--- src/rtl/xnor_descrambler.sv ---
// Serial XNOR descrambler: LFSR-keyed bit descrambling, bytes assembled LSB first.
// Optional macro PARITY_CHECK_EN adds a scrambled even-parity 9th bit per byte and drives out_err.
module xnor_descrambler #(
    parameter logic [7:0] SEED = 8'hFF
) (
    input  logic       clk,
    input  logic       reset,
    input  logic       sync,
    input  logic       in_valid,
    input  logic       in_bit,
    output logic       in_ready,
    output logic [7:0] out_data,
    output logic       out_valid,
    input  logic       out_ready,
    output logic       out_err
);

`ifdef PARITY_CHECK_EN
    localparam logic [3:0] LAST_BIT = 4'd8;
`else
    localparam logic [3:0] LAST_BIT = 4'd7;
`endif

    typedef enum logic {SHIFT, HOLD} state_t;

    state_t     state;
    state_t     state_nxt;
    logic [7:0] lfsr;
    logic [3:0] bit_cnt;
    logic [7:0] acc;
    logic       accept;
    logic       last_bit;
    logic       dbit;

    function automatic logic [7:0] lfsr_step(input logic [7:0] s);
        return {s[6:0], s[7] ^ s[5] ^ s[4] ^ s[3]};
    endfunction

    function automatic logic descramble(input logic b, input logic key);
        return ~(b ^ key);
    endfunction

    assign accept   = in_valid & in_ready & ~sync;
    assign last_bit = (bit_cnt == LAST_BIT);
    assign dbit     = descramble(in_bit, lfsr[7]);

    always_comb begin
        state_nxt = state;
        in_ready  = 1'b0;
        out_valid = 1'b0;
        case (state)
            SHIFT: begin
                in_ready = 1'b1;
                if (accept && last_bit)
                    state_nxt = HOLD;
            end
            HOLD: begin
                out_valid = 1'b1;
                if (out_ready)
                    state_nxt = SHIFT;
            end
            default: state_nxt = SHIFT;
        endcase
    end

    // Sync only restarts the keystream and bit position; a held byte survives it.
    always_ff @(posedge clk) begin
        if (reset) begin
            state    <= SHIFT;
            lfsr     <= SEED;
            bit_cnt  <= 4'd0;
            out_data <= 8'h00;
        end else begin
            state <= state_nxt;
            if (sync) begin
                lfsr    <= SEED;
                bit_cnt <= 4'd0;
            end else if (accept) begin
                lfsr    <= lfsr_step(lfsr);
                bit_cnt <= last_bit ? 4'd0 : bit_cnt + 4'd1;
                if (last_bit) begin
`ifdef PARITY_CHECK_EN
                    out_data <= acc;
`else
                    out_data <= {dbit, acc[6:0]};
`endif
                end
            end
        end
    end

    // Partial-byte storage needs no reset: every bit is rewritten before a byte is emitted.
    always_ff @(posedge clk) begin
        if (accept && (bit_cnt < 4'd8))
            acc[bit_cnt[2:0]] <= dbit;
    end

`ifdef PARITY_CHECK_EN
    always_ff @(posedge clk) begin
        if (reset)
            out_err <= 1'b0;
        else if (!sync && accept && last_bit)
            out_err <= ^{acc, dbit};
    end
`else
    assign out_err = 1'b0;
`endif

endmodule
--- config.mk ---
export PLATFORM = sky130hd
export DESIGN_NAME = xnor_descrambler
export DESIGN_NICKNAME = d
export VERILOG_FILES = /design/src/rtl/xnor_descrambler.sv
export SDC_FILE = /design/constraint.sdc
export NUM_CORES = 1
export LEC_CHECK = 0
export ABC_AREA = 1
export CORE_ASPECT_RATIO = 0.9
export CORE_MARGIN = 2
export CORE_UTILIZATION = 51
export CTS_BUF_LIST = sky130_fd_sc_hd__clkbuf_4 sky130_fd_sc_hd__clkbuf_8 sky130_fd_sc_hd__clkbuf_16
export DETAILED_ROUTE_END_ITERATION = 10
export GPL_TIMING_DRIVEN = 0
export PLACE_DENSITY = 0.76
export REMOVE_ABC_BUFFERS = 1
export SLEW_MARGIN = 10
export SYNTH_ARGS = -nofsm -noshare
export SYNTH_HDL_FRONTEND = slang
export SYNTH_SLANG_ARGS = --single-unit
--- constraint.sdc ---
create_clock -name clk -period 1.32 [get_ports clk]
set_input_delay 0.396 -clock clk [delete_from_list [all_inputs] [get_ports clk]]
set_output_delay 0.396 -clock clk [all_outputs]
set_load 0.05 [all_outputs]
[Yosys cells after proc, flatten, opt, wreduce, memory -nomap -nowiden]
Index checks and enable logic that the tools add are counted.
Word-level totals
  word-level logic and storage cells: 33
  output and inout port bits: 11
  register bits: 29
Operators by class
  reduce and logical (&&, ||, !) cells: 5
  mux-type cells: 9
  add/subtract/negate cells: 1
  bitwise operators: 9
  magnitude comparators: 3
  eq/ne operators: 1
Operators by type and width (count)
  8-bit bitwise mux: 1
  1-bit 2-to-1 mux: 5
  4-bit by 1-bit adder with 4-bit output (second input constant): 1
  4-bit by 3-bit == test with 1-bit output (second input constant): 1
  3-bit by 4-bit < comparator with 1-bit output (second input constant): 1
  4-bit < comparator (second input constant): 1
  4-bit 2-to-1 mux: 1
  1-bit bitwise XOR: 4
  1-bit demux with 3-bit select: 1
  3-bit by 1-bit greater-or-equal comparator with 1-bit output (second input constant): 1
  1-bit logical AND: 3
  1-bit NOT: 3
  3-bit AND reduction: 1
  1-bit AND: 2
  1-bit one-hot mux with 2 select lines: 1
  2-bit OR reduction: 1

[Depth between registers and ports, before layout]
Gate-level depths: netlist (run 1).
  depth in word-level cells: 6
  gate-level depth with buffers: 7
  mapped depth without buffers: 6

[Worst setup path before layout (run 1)]
OpenSTA, ideal clock, no wires.
  kind: flip-flop to flip-flop
  start: register state
  end: register acc[6] (enable)
  slack: -0.269 ns
  data arrival time: 1.277 ns
  data required time: 1.008 ns
  path buffers: 0
  cell stages (with the launch flop): 6
  library setup time: 0.312 ns
  path through: dfxtp_1 -> inv_2 -> nand2_1 -> nor2_2 -> nand2_1 -> nor3_1
On the way
  cells in the longest elaborated chain, start to end: 4
Ends and longest elaborated chain
  from (decl): RTL line 26  | state_t state;
  from (signal assigned): RTL line 74  | state <= state_nxt;
  1-bit 2-to-1 mux: RTL line 51  | case (state)
  via in_ready: RTL line 11  | output logic in_ready,
  1-bit AND (2 in series): RTL line 43  | assign accept = in_valid & in_ready & ~sync;
  1-bit logical AND: RTL line 94  | if (accept && (bit_cnt < 4'd8))
  to (signal, indexed assignment): RTL line 95  | acc[bit_cnt[2:0]] <= dbit;
  to (decl): RTL line 30  | logic [7:0] acc;
The timed path passes the listed nets, and every way through them passes these cells.
A chain may end at the register's enable or synchronous reset.

[Final worst setup path (run 1)]
  start: register state
  end: output out_valid
On the way
  cells in the longest elaborated chain, start to end: 1
Ends and longest elaborated chain
  1-bit 2-to-1 mux: RTL line 51
  to (decl): RTL line 13  | output logic out_valid,
Every way passes these cells.

==> results by group, run 1 <==
Job
  – Max-cap viol count: 0

Setup path
  – Worst r2r src: state
  – Worst Path Buf+Inv: 1
  – CP delay by family, top: flip-flops
  – Crit-path cells: buf_4
  – Setup CP Type: flop to primary output
  – Reg-to-reg endpoint: acc[5]
  – Max stage delay on crit path: between 300 and 400 ps
  – Critical Path AT: between 900 and 1000 ps
  – Critical path fanouts, max: 2
  – Reg2reg setup slack: ~20 ps
  – WP data required: between 900 and 1000 ps
  – Worst Setup Start Kind: flop
  – Reg2reg path depth: 4
  – Crit end category: primary output
  – CP max stage cell: dfxtp_2

Yosys
  – Netlist cell types: 20
  – Compound-gate portion of the synthesized area: 5.69%
  – Post-Synth Adder-Cell Area: under 10%
  – Avg Inst Size Synth: 8.41 um^2
  – Synth Cell Area: between 1000 and 1500 um^2
  – Syn Inst Count: approximately 140
  – Synth Warn #: 0
  – Sequential-to-total area share from yosys stat: between 50% and 60%
  – Combinational family with the most area after synthesis: simple AND/OR/NAND/NOR gates
  – Post-Synth Simple-Gate Area: between 20% and 30%
  – Yosys reg bits: 28
  – Synth Area in XOR/XNOR: under 10%
  – Mux share of post-synthesis cell area: 0%

Layout
  – Non-filler instance count after layout: 187
  – Fin nets: about 170
  – Design area: 1490 um^2
  – Share of cells above drive strength 1: a little over a quarter
  – Inserted Diodes: 0
  – Synthesis-to-finish area growth: 30.2%

CTS
  – Total CTS buffers: 3
  – Clk buf depth: 2
  – Skew-Pair Late Insertion Delay: 330 ps
  – Clock slew at reported path FFs: between 100 and 150 ps
  – CTS tree: built
  – H-tree depth: 1
  – Clock root cell: clkbuf_4
  – Clock sinks: 28

Power and ir drop
  – P_leak: roughly 0.64 nW
  – Power density over the cells: 1050 nW/um^2
  – Net Switching: 322 uW
  – Switching part of the total: 20.6%
  – VDD IR-drop max: 1210 uV
  – Clock power share: a little over a third
  – Pint: between 1 and 1.5 mW
  – Sequential share of power: approximately 58%
  – Power share of the combinational group: 7.2%

Floorplanning
  – Rows: 16
  – Initial Util: between 50 and 60%
  – DIE HEIGHT: ~50 um
  – Die ar.: approximately 2600 um^2
  – Boundary Pins: 17
  – Core outline area: between 2000 and 2500 um^2
  – Die Wd: 53.9 um

Timing
  – Post-route clock period utilization: approximately 100%
  – Final setup fails: 0
  – Post-layout min period: roughly 1300 ps
  – Worst-case clock skew: around 9 ps
  – Pins Over Slew Limit: 0
  – Unrepaired setup endpoints after global routing: true
  – Upper clock frequency limit: around 760 MHz
  – Fin worst setup slack: 4.57 ps
  – Final Hold Fails: 0

Detailed routing
  – Routed Antenna Nets: 0
  – Routed length per instance: about 12 um
  – Starting DRT DRC Count: 25
  – Post-Route WL: ~2300 um
  – Vias: between 900 and 1000
  – DR DRC count: 0
  – Drt first pass iters: 4
  – DR vias/cell: 5.14

Global route
  – Initial antenna violation count: 0
  – Vias in the first global route: about 890
  – Largest net degree at the start of global routing: 17
  – Overall global routing resource usage: slightly below 20%
  – Global-route wire length before repair: around 3700 um
  – Grt ovf: 0

Placement
  – Global placement routability congestion: between 0.7 and 0.8
  – Dpl cells: 174
  – Place WS: -992 ps
  – Detailed Place HPWL: about 1500 um
  – Post-placement cell area: 1290 um^2
  – PortBufs: 15

Status
  – Status: finished clean

Hold path
  – WHS Path Cells: 2
  – HP Start: lfsr[0]
  – HP Class: flop to flop
  – Worst Hold Endpoint: lfsr[1]
Yosys cell counts:
| cell | count | area share, % |
|---|---|---|
| dfxtp_1 | 21 | 37 |
| a21oi_1 | 4 | 1.8 |
| xor2_1 | 2 | 1.5 |
| buf_6 | 2 | 2.0 |
| o21ai_1 | 1 | 0.44 |
| nand4_1 | 2 | 1.1 |
| nor3_1 | 7 | 3.1 |
| conb_1 | 1 | 0.33 |
| nor2_1 | 24 | 7.9 |
| nand3_1 | 10 | 4.4 |
| inv_1 | 10 | 3.3 |
| ha_1 | 1 | 1.1 |
| nand3_2 | 1 | 0.88 |
| inv_2 | 1 | 0.33 |
| xnor2_1 | 2 | 1.5 |
| nand2_1 | 27 | 8.9 |
| nor2_2 | 3 | 1.6 |
| buf_4 | 2 | 1.3 |
| o21ai_0 | 8 | 3.5 |
| edfxtp_1 | 7 | 18 |
area by class of cell:
type                       instances  area (um^2)
tap                               27         33.8
inverter                          11         43.8
timing repair buffer              24          228
clock inverter                     1         30.0
multi-input combinational         93          492
fill                             164          653
clock buffer                       3         22.5
sequential                        28          639
worst max path at each step:
stage	to	slack (ps)	start	depth (start not counted)
final	out_valid	5	state	1
after global routing	out_valid	-30	state	1
after CTS	out_data[2]	3	bit_cnt[0]	6
after detailed placement	out_data[2]	-990	sync	7
after global placement	out_data[3]	-910	sync	7
after floorplan	out_data[0]	-480	state	6
registers in the layout, indices dropped and copies added, names as in the netlist:
| signal | cells |
|---|---|
| acc | 7 |
| bit_cnt | 4 |
| lfsr | 8 |
| out_data | 8 |
| state | 1 |
stage by stage:
step	hold WS [ps]	TNS (ps)	power [mW]	util, %
2_1_floorplan	429	-7810	0.979	-
3_5_place_dp	452	-20000	1.01	60.2
5_1_grt	512	-136	1.62	69.5
6_report	478	0	1.56	69.5
3_3_place_gp	437	-18290	1.01	60.2
4_1_cts	484	0	1.56	65.9
power by group through the flow:
stage	combinational [mW]	clock (mW)	sequential (mW)
global route	0.125	0.596	0.903
global placement	0.0874	0	0.921
detailed placement	0.0910	0	0.922
finish	0.112	0.551	0.901
CTS	0.0992	0.553	0.904
floorplan	0.0597	0	0.919
what timing repair did:
item / CTS / global route
gates resized for setup: 75 / 17
endpoints found under the setup margin: 30 / 25
gates cloned: 0 / 0
pin swaps: 3 / 1
setup buffers: 5 / 4
hold buffers: 0 / 0
per-layer routing:
metal / global-route usage, % / vias to the layer above / routed length, um
met2: 32.9 / 21 / 1210
met3: 6.75 / 11 / 82
met5: 0 / - / 0
li1: - / 484 / -
met1: 21.9 / 445 / 943
met4: 6.84 / 0 / 82
cell families after synthesis:
| kind of cell | after synthesis |
|---|---|
| XOR/XNOR | 4 |
| AND/OR/NAND/NOR | 74 |
| AO/OA/AOI/OAI | 13 |
| adder cells (fa/ha/maj) | 1 |
| buffers and inverters | 15 |
| other | 1 |
| flip-flops | 28 |
placed cells by master (no fill, tap or decap):
master / Yosys / layout
ha_2: 0 / 1
dfxtp_1: 21 / 16
o21ai_0: 8 / 8
buf_6: 2 / 8
nand2_1: 27 / 26
nand3_4: 0 / 1
nor3_1: 7 / 2
nand3_1: 10 / 9
nor3_2: 0 / 5
xor2_1: 2 / 2
buf_4: 2 / 10
bufinv_16: 0 / 1
dfxtp_2: 0 / 4
conb_1: 1 / 1
buf_8: 0 / 1
a21oi_1: 4 / 4
nand3_2: 1 / 1
nand4_1: 2 / 2
dfxtp_4: 0 / 1
o21ai_1: 1 / 1
inv_4: 0 / 1
edfxtp_1: 7 / 7
xnor2_1: 2 / 2
clkbuf_4: 0 / 3
dlygate4sd2_1: 0 / 2
inv_2: 1 / 1
clkdlybuf4s50_1: 0 / 3
nand2_2: 0 / 1
nor2_4: 0 / 3
nor2_1: 24 / 24
inv_1: 10 / 9
(Power assumes the default switching activity.)
==> run 2: changes to the inputs <==
--- a/config.mk
+++ b/config.mk
@@ -5,14 +5,15 @@
 export SDC_FILE = /design/constraint.sdc
 export NUM_CORES = 1
 export LEC_CHECK = 0
-export ABC_AREA = 1
+export CELL_PAD_IN_SITES_DETAIL_PLACEMENT = 1
+export CELL_PAD_IN_SITES_GLOBAL_PLACEMENT = 2
 export CORE_ASPECT_RATIO = 0.9
 export CORE_MARGIN = 2
-export CORE_UTILIZATION = 51
+export CORE_UTILIZATION = 33
 export CTS_BUF_LIST = sky130_fd_sc_hd__clkbuf_4 sky130_fd_sc_hd__clkbuf_8 sky130_fd_sc_hd__clkbuf_16
 export DETAILED_ROUTE_END_ITERATION = 10
 export GPL_TIMING_DRIVEN = 0
-export PLACE_DENSITY = 0.76
+export PLACE_DENSITY_LB_ADDON = 0.1
 export REMOVE_ABC_BUFFERS = 1
 export SLEW_MARGIN = 10
 export SYNTH_ARGS = -nofsm -noshare
==> results by group, run 2 <==
Floorplanning
  – Boundary Pins: 17 (unchanged)
  – Die Wd: 67.8 um (was 53.9 um)
  – Initial Util: 35.0% (was 53.4%)
  – Core outline area: 3450 um^2 (was 2140 um^2)
  – DIE HEIGHT: 61.4 um (was 48.9 um)
  – Die ar.: 4160 um^2 (was 2640 um^2)
  – Rows: 20 (was 16)

Yosys
  – Avg Inst Size Synth: 9.75 um^2 (was 8.41 um^2)
  – Post-synth top area share: 34.8% (was 36.8%)
  – Sequential-to-total area share from yosys stat: 52.2% (was 55.1%)
  – Synth Warn #: 0 (unchanged)
  – Main area contributors after synthesis: dfxtp_1 35%, edfxtp_1 17%, nand3_1 6.2%, nand2_1 5.9%, xnor2_1 3.6% (was dfxtp_1 37%, edfxtp_1 18%, nand2_1 8.9%, nor2_1 7.9%, nand3_1 4.4%)
  – Yosys reg bits: 28 (unchanged)
  – Async set-or-reset flop fraction in the synthesized netlist: 0% (unchanged)
  – Synth cell count leaders: 21 x dfxtp_1, 19 x nand2_1, 15 x nand3_1, 8 x a21oi_1, 8 x o21ai_1 (was 27 x nand2_1, 24 x nor2_1, 21 x dfxtp_1, 10 x inv_1, 10 x nand3_1)
  – Synth Cell Area: 1210 um^2 (was 1140 um^2)
  – Top-count cell post-synth: dfxtp_1 (was nand2_1)
  – Syn Inst Count: 124 (was 136)
  – Netlist cell types: 34 (was 20)
  – Synth area leader: dfxtp_1 (unchanged)
  – Synth Flop Type: dfxtp_1 (unchanged)
  – Post-synth EDFFs: 7 (unchanged)

Timing
  – Post-layout min period: 1410 ps (was 1320 ps)
  – Post-route clock period utilization: 107% (was 99.7%)
  – Worst-case clock skew: 1.73 ps (was 8.99 ps)
  – Unrepaired setup endpoints after global routing: true (unchanged)
  – Slew headroom: roughly two thirds
  – Fin worst setup slack: -94.9 ps (was 4.57 ps)
  – Upper clock frequency limit: 707 MHz (was 760 MHz)
  – Final Hold Fails: 0 (unchanged)
  – Worst Tran Pin Value: between 500 and 600 ps
  – Final setup fails: 13 (was 0)
  – Pins Over Slew Limit: 0 (unchanged)
  – Hold Slack: 449 ps (was 478 ps)
  – Post-Route Setup TNS: -404 ps (was 0 ps)

Layout
  – Most frequent cells in the layout: 18 x nand2_1, 18 x dfxtp_1, 15 x nand3_1 (was 26 x nand2_1, 24 x nor2_1, 16 x dfxtp_1)
  – Fin nets: 152 (was 168)
  – Share of cells above drive strength 1: 30.6% (was 26.3%)
  – Synthesis-to-finish area growth: 26.5% (was 30.2%)
  – Inserted Diodes: 0 (unchanged)
  – Fin util: 44.3% (was 69.5%)

Detailed routing
  – DR DRC count: 0 (unchanged)
  – Post-Route WL: 2940 um (was 2320 um)
  – Routed length per instance: 15.6 um (was 12.4 um)
  – Drt first pass iters: 4 (unchanged)
  – DR vias/cell: 5.14 (about the same)
  – Starting DRT DRC Count: 22 (was 25)
  – Vias: 966 (was 961)
  – Routed Antenna Nets: 0 (unchanged)

Status
  – Failing checks: setup timing
  – Status: finished with violations (was finished clean)

Power and ir drop
  – Power density over the cells: 1030 nW/um^2 (was 1050 nW/um^2)
  – VDD IR-drop max: 376 uV (was 1210 uV)
  – P_leak: 0.594 nW (was 0.637 nW)

CTS
  – Clock sinks: 28 (unchanged)
  – Clk buf depth: 2 (unchanged)
  – Clock root cell: clkbuf_8 (was clkbuf_4)
  – Clock slew at reported path FFs: 100 ps (was 140 ps)
  – Skew-Pair Late Insertion Delay: 280 ps (was 330 ps)
  – Hold-fix buffers, CTS: 0 (unchanged)
  – CTS tree: built (unchanged)
  – Total CTS buffers: 3 (unchanged)
  – H-tree depth: 1 (unchanged)

Setup path
  – Critical Path AT: 1420 ps (was 920 ps)
  – Worst Path Buf+Inv: 0 (was 1)
  – CP delay by family, top: simple AND/OR/NAND/NOR gates (was flip-flops)
  – WP data required: 1330 ps (was 920 ps)
  – Crit end category: flop (was primary output)
  – Worst Setup Start Kind: flop (unchanged)
  – Max stage delay on crit path: 430 ps (was 380 ps)
  – Setup CP Type: flop to flop (was flop to primary output)
  – CP max stage cell: or3b_4 (was dfxtp_2)
  – Crit-path cells: or3b_4 > nor2_4 > and4bb_2 (was buf_4)
  – Critical path fanouts, max: 6 (was 2)

Job
  – Max-cap viol count: 0 (unchanged)

Global route
  – Initial antenna violation count: 0 (unchanged)
  – Grt ovf: 0 (unchanged)
  – Vias in the first global route: 924 (was 888)
  – Global-route wire length before repair: 4560 um (was 3740 um)
  – Largest net degree at the start of global routing: 16 (was 17)
  – Overall global routing resource usage: 15.4% (was 19.4%)

Placement
  – PortBufs: 15 (unchanged)
  – Global placement routability congestion: 0.709 (was 0.760)
  – Detailed Place HPWL: 1670 um (was 1480 um)

Hold path
  – HP Class: input pin to flop (was flop to flop)
==> run 2: changes by cell type in the layout (fill, tap and decap cells not counted), moves of 4 or more <==
cell and delta:
o21ai_0 -8, nand2_1 -8, nand3_1 +6, buf_6 -7
nor2_1 -19, inv_1 -8, buf_2 +9, clkbuf_8 +4
dfxtp_2 -4, nor3_2 -5, a21oi_1 +4, o21ai_1 +7
==> run 2: timing repair <==
action | in CTS | in global routing
gates cloned | 3 | 0
pin swaps | 3 | 2
endpoints found under the setup margin | 45 | 27
buffers inserted | 7 | 2
resized for setup | 71 | 9
==> run 2: path summary, 6_finish.rpt <==
| path | start | end | slack, ps | depth (start not counted) |
|---|---|---|---|---|
| max | state | acc[4] | -90 | 3 |
| min | sync | bit_cnt[1] | 450 | 2 |
| max reg2reg | state | acc[4] | -90 | 3 |
| min reg2reg | lfsr[2] | lfsr[2] | 480 | 2 |
==> run 2: cells by family (layout without fill, tap and decap cells) <==
| logic type | count (synthesis) | after routing | share of synthesized area (%) |
|---|---|---|---|
| AND/OR/NAND/NOR | 54 | 57 | 25.2 |
| flip-flops | 28 | 28 | 52.2 |
| AO/OA/AOI/OAI | 21 | 21 | 9.94 |
| buffers and inverters | 12 | 29 | 6.11 |
| XOR/XNOR | 5 | 5 | 3.62 |
| multiplexers | 2 | 2 | 1.66 |
| adder cells (fa/ha/maj) | 1 | 1 | 1.04 |
| other | 1 | 1 | 0.310 |
==> run 2: metrics by stage <==
stage	worst slack (ps)	instance area [um^2]	power [mW]	std cells
floorplan	-746	1140	0.984	113
global placement	-1590	1340	1.03	172
detailed placement	-1290	1350	1.03	172
CTS	-84.0	1470	1.59	186
global route	-121	1530	1.65	188
finish	-94.9	1530	1.58	188
==> run 2: where the power goes <==
| group | internal [mW] | switching [mW] |
|---|---|---|
| sequential | 0.886 | 0.0113 |
| combinational | 0.0609 | 0.0793 |
| clock | 0.268 | 0.273 |
==> run 2: area by class of cell <==
| type | instances | area [um^2] |
|---|---|---|
| fillers | 388 | 1920 |
| repair buffers | 24 | 178 |
| clock buffers | 4 | 55.1 |
| well taps | 44 | 55.1 |
| flip-flops and latches | 28 | 642 |
| inverters | 1 | 3.75 |
| multi-input cells | 87 | 596 |
==> run 2: metal layers <==
| layer | wire, um | up-vias | track usage, % |
|---|---|---|---|
| met5 | 0 | - | 0 |
| met4 | 48 | 0 | 6.86 |
| met3 | 108 | 5 | 1.83 |
| met2 | 1370 | 23 | 26.2 |
| met1 | 1410 | 463 | 19.8 |
| li1 | - | 475 | - |
==> run 3: changes to the inputs <==
--- a/config.mk
+++ b/config.mk
@@ -19,3 +19,4 @@
 export SYNTH_ARGS = -nofsm -noshare
 export SYNTH_HDL_FRONTEND = slang
 export SYNTH_SLANG_ARGS = --single-unit
+export TNS_END_PERCENT = 10
==> results by group, run 3 (synthesis gave the netlist of run 2 again) <==
Status
  – Status: finished with violations (unchanged)
  – Failing checks: setup timing (unchanged)

Placement
  – Global placement routability congestion: 0.709 (unchanged)
  – PortBufs: 15 (unchanged)
  – Detailed Place HPWL: 1670 um (unchanged)

CTS
  – Hold-fix buffers, CTS: 0 (unchanged)
  – Clock slew at reported path FFs: 100 ps (about the same)
  – Clk buf depth: 2 (unchanged)
  – Total CTS buffers: 3 (unchanged)
  – H-tree depth: 1 (unchanged)
  – Skew-Pair Late Insertion Delay: 280 ps (about the same)
  – Clock root cell: clkbuf_8 (unchanged)
  – Clock sinks: 28 (unchanged)
  – CTS tree: built (unchanged)

Detailed routing
  – Post-Route WL: 2890 um (was 2940 um)
  – DR DRC count: 0 (unchanged)
  – Vias: 960 (was 966)
  – DR vias/cell: 5.16 (was 5.14)
  – DRT met1 WL: 1410 um (about the same)
  – Starting DRT DRC Count: 23 (was 22)
  – Drt first pass iters: 4 (unchanged)
  – Routed Antenna Nets: 0 (unchanged)
  – Routed met2 length: 1350 um (was 1370 um)
  – DR top layer: met4 (unchanged)
  – Routed length per instance: 15.5 um (was 15.6 um)
  – Metal3 WL: 83 um (was 108 um)

Layout
  – Share of cells above drive strength 1: 28.9% (was 30.6%)
  – Synthesis-to-finish area growth: 23.5% (was 26.5%)
  – Most frequent cells in the layout: 19 x nand2_1, 18 x dfxtp_1, 15 x nand3_1 (was 18 x nand2_1, 18 x dfxtp_1, 15 x nand3_1)
  – Fin nets: 150 (was 152)
  – Commonest non-fill, non-tap cell in the layout: nand2_1
  – Inserted Diodes: 0 (unchanged)

Global route
  – Vias in the first global route: 923 (was 924)
  – Grt ovf: 0 (unchanged)
  – Global-route wire length before repair: 4580 um (was 4560 um)
  – Largest net degree at the start of global routing: 16 (unchanged)
  – Initial antenna violation count: 0 (unchanged)
  – Overall global routing resource usage: 15.5% (was 15.4%)

Setup path
  – Critical Path AT: 1420 ps (about the same)
  – WP data required: 1330 ps (about the same)
  – Max stage delay on crit path: 430 ps (about the same)
  – Setup CP Type: flop to flop (unchanged)
  – Critical path fanouts, max: 6 (unchanged)
  – Crit-path cells: or3b_4 > nor2_4 > and4bb_2 (unchanged)
  – CP max stage cell: or3b_4 (unchanged)
  – Worst Setup Start Kind: flop (unchanged)
  – Crit end category: flop (unchanged)

Power and ir drop
  – Power density over the cells: 1050 nW/um^2 (was 1030 nW/um^2)
  – P_leak: 0.578 nW (was 0.594 nW)
  – Total power: 1.57 mW (was 1.58 mW)
  – VDD IR-drop max: 376 uV (about the same)

Hold path
  – HP Class: input pin to flop (unchanged)

Timing
  – Upper clock frequency limit: 707 MHz (about the same)
  – Post-layout min period: 1410 ps (about the same)
  – Fin worst setup slack: -94.3 ps (was -94.9 ps)
  – Final Hold Fails: 0 (unchanged)
  – Post-route clock period utilization: 107% (about the same)
  – Pins Over Slew Limit: 0 (unchanged)
  – Post-Route Setup TNS: -352 ps (was -404 ps)
  – Worst Tran Pin Value: 708 ps (was 517 ps)
  – Unrepaired setup endpoints after global routing: true (unchanged)
  – Final setup fails: 13 (unchanged)
  – Worst-case clock skew: 2.59 ps (was 1.73 ps)
  – Slew headroom: 52.6% (was 65.5%)

Floorplanning
  – Die ar.: 4160 um^2 (unchanged)
  – Core outline area: 3450 um^2 (unchanged)
  – Initial Util: 35.0% (unchanged)
  – Rows: 20 (unchanged)
  – DIE HEIGHT: 61.4 um (unchanged)
  – Die Wd: 67.8 um (unchanged)
  – Boundary Pins: 17 (unchanged)

Job
  – Max-cap viol count: 0 (unchanged)
run 3: cell count changes in the layout (fill, tap and decap cells not counted), sizes merged:
| cell | delta |
|---|---|
| buf | -2 |
| clkdlybuf4s15 | +1 |
| clkbuf | -1 |
run 3: metrics by stage:
stage / util (%) / area [um^2] / hold WS, ps / worst slack [ps] / cells
floorplan: - / 1140 / 440 / -746 / 113
global placement: 38.9 / 1340 / 449 / -1590 / 172
detailed placement: 39.1 / 1350 / 457 / -1290 / 172
CTS: 42.5 / 1470 / 418 / -84.0 / 186
global route: 43.2 / 1490 / 441 / -124 / 186
finish: 43.2 / 1490 / 433 / -94.3 / 186
run 3: metal layers:
| metal | vias to the layer above | GRT usage (%) |
|---|---|---|
| li1 | 471 | - |
| met4 | 0 | 6.86 |
| met3 | 5 | 1.83 |
| met5 | - | 0 |
| met1 | 468 | 20.0 |
| met2 | 16 | 26.2 |
run 3: worst max-delay path, delay by kind of cell, from the launching register on:
| family | cells | cell delay, ps |
|---|---|---|
| flip-flops | 1 | 380 |
| AND/OR/NAND/NOR | 3 | 760 |
run 3: final timing paths:
path | from | end | slack [ps] | depth (start not counted)
setup / recovery | state | acc[4] | -90 | 3
hold / removal | sync | bit_cnt[1] | 430 | 2
setup reg to reg | state | acc[4] | -90 | 3
hold reg to reg | lfsr[2] | lfsr[2] | 480 | 2
run 3: final cells by class:
cell class                 count  area, um^2
timing repair buffer          22         158
inverter                       1        3.75
fill                         390        1960
multi-input combinational     87         579
tap                           44        55.1
sequential                    28         642
clock buffer                   4        55.1
run 3: repair_timing:
action,CTS,global route
pin swaps,3,0
buffers inserted,7,0
gates resized for setup,72,7
cloned,3,0
endpoints found under the setup margin,45,27
run 3: where the power goes:
part	total, mW	internal, mW	switching, mW
logic	0.131	0.0537	0.0770
registers	0.896	0.886	0.0108
clock network	0.541	0.268	0.273
total	1.57	1.21	0.361
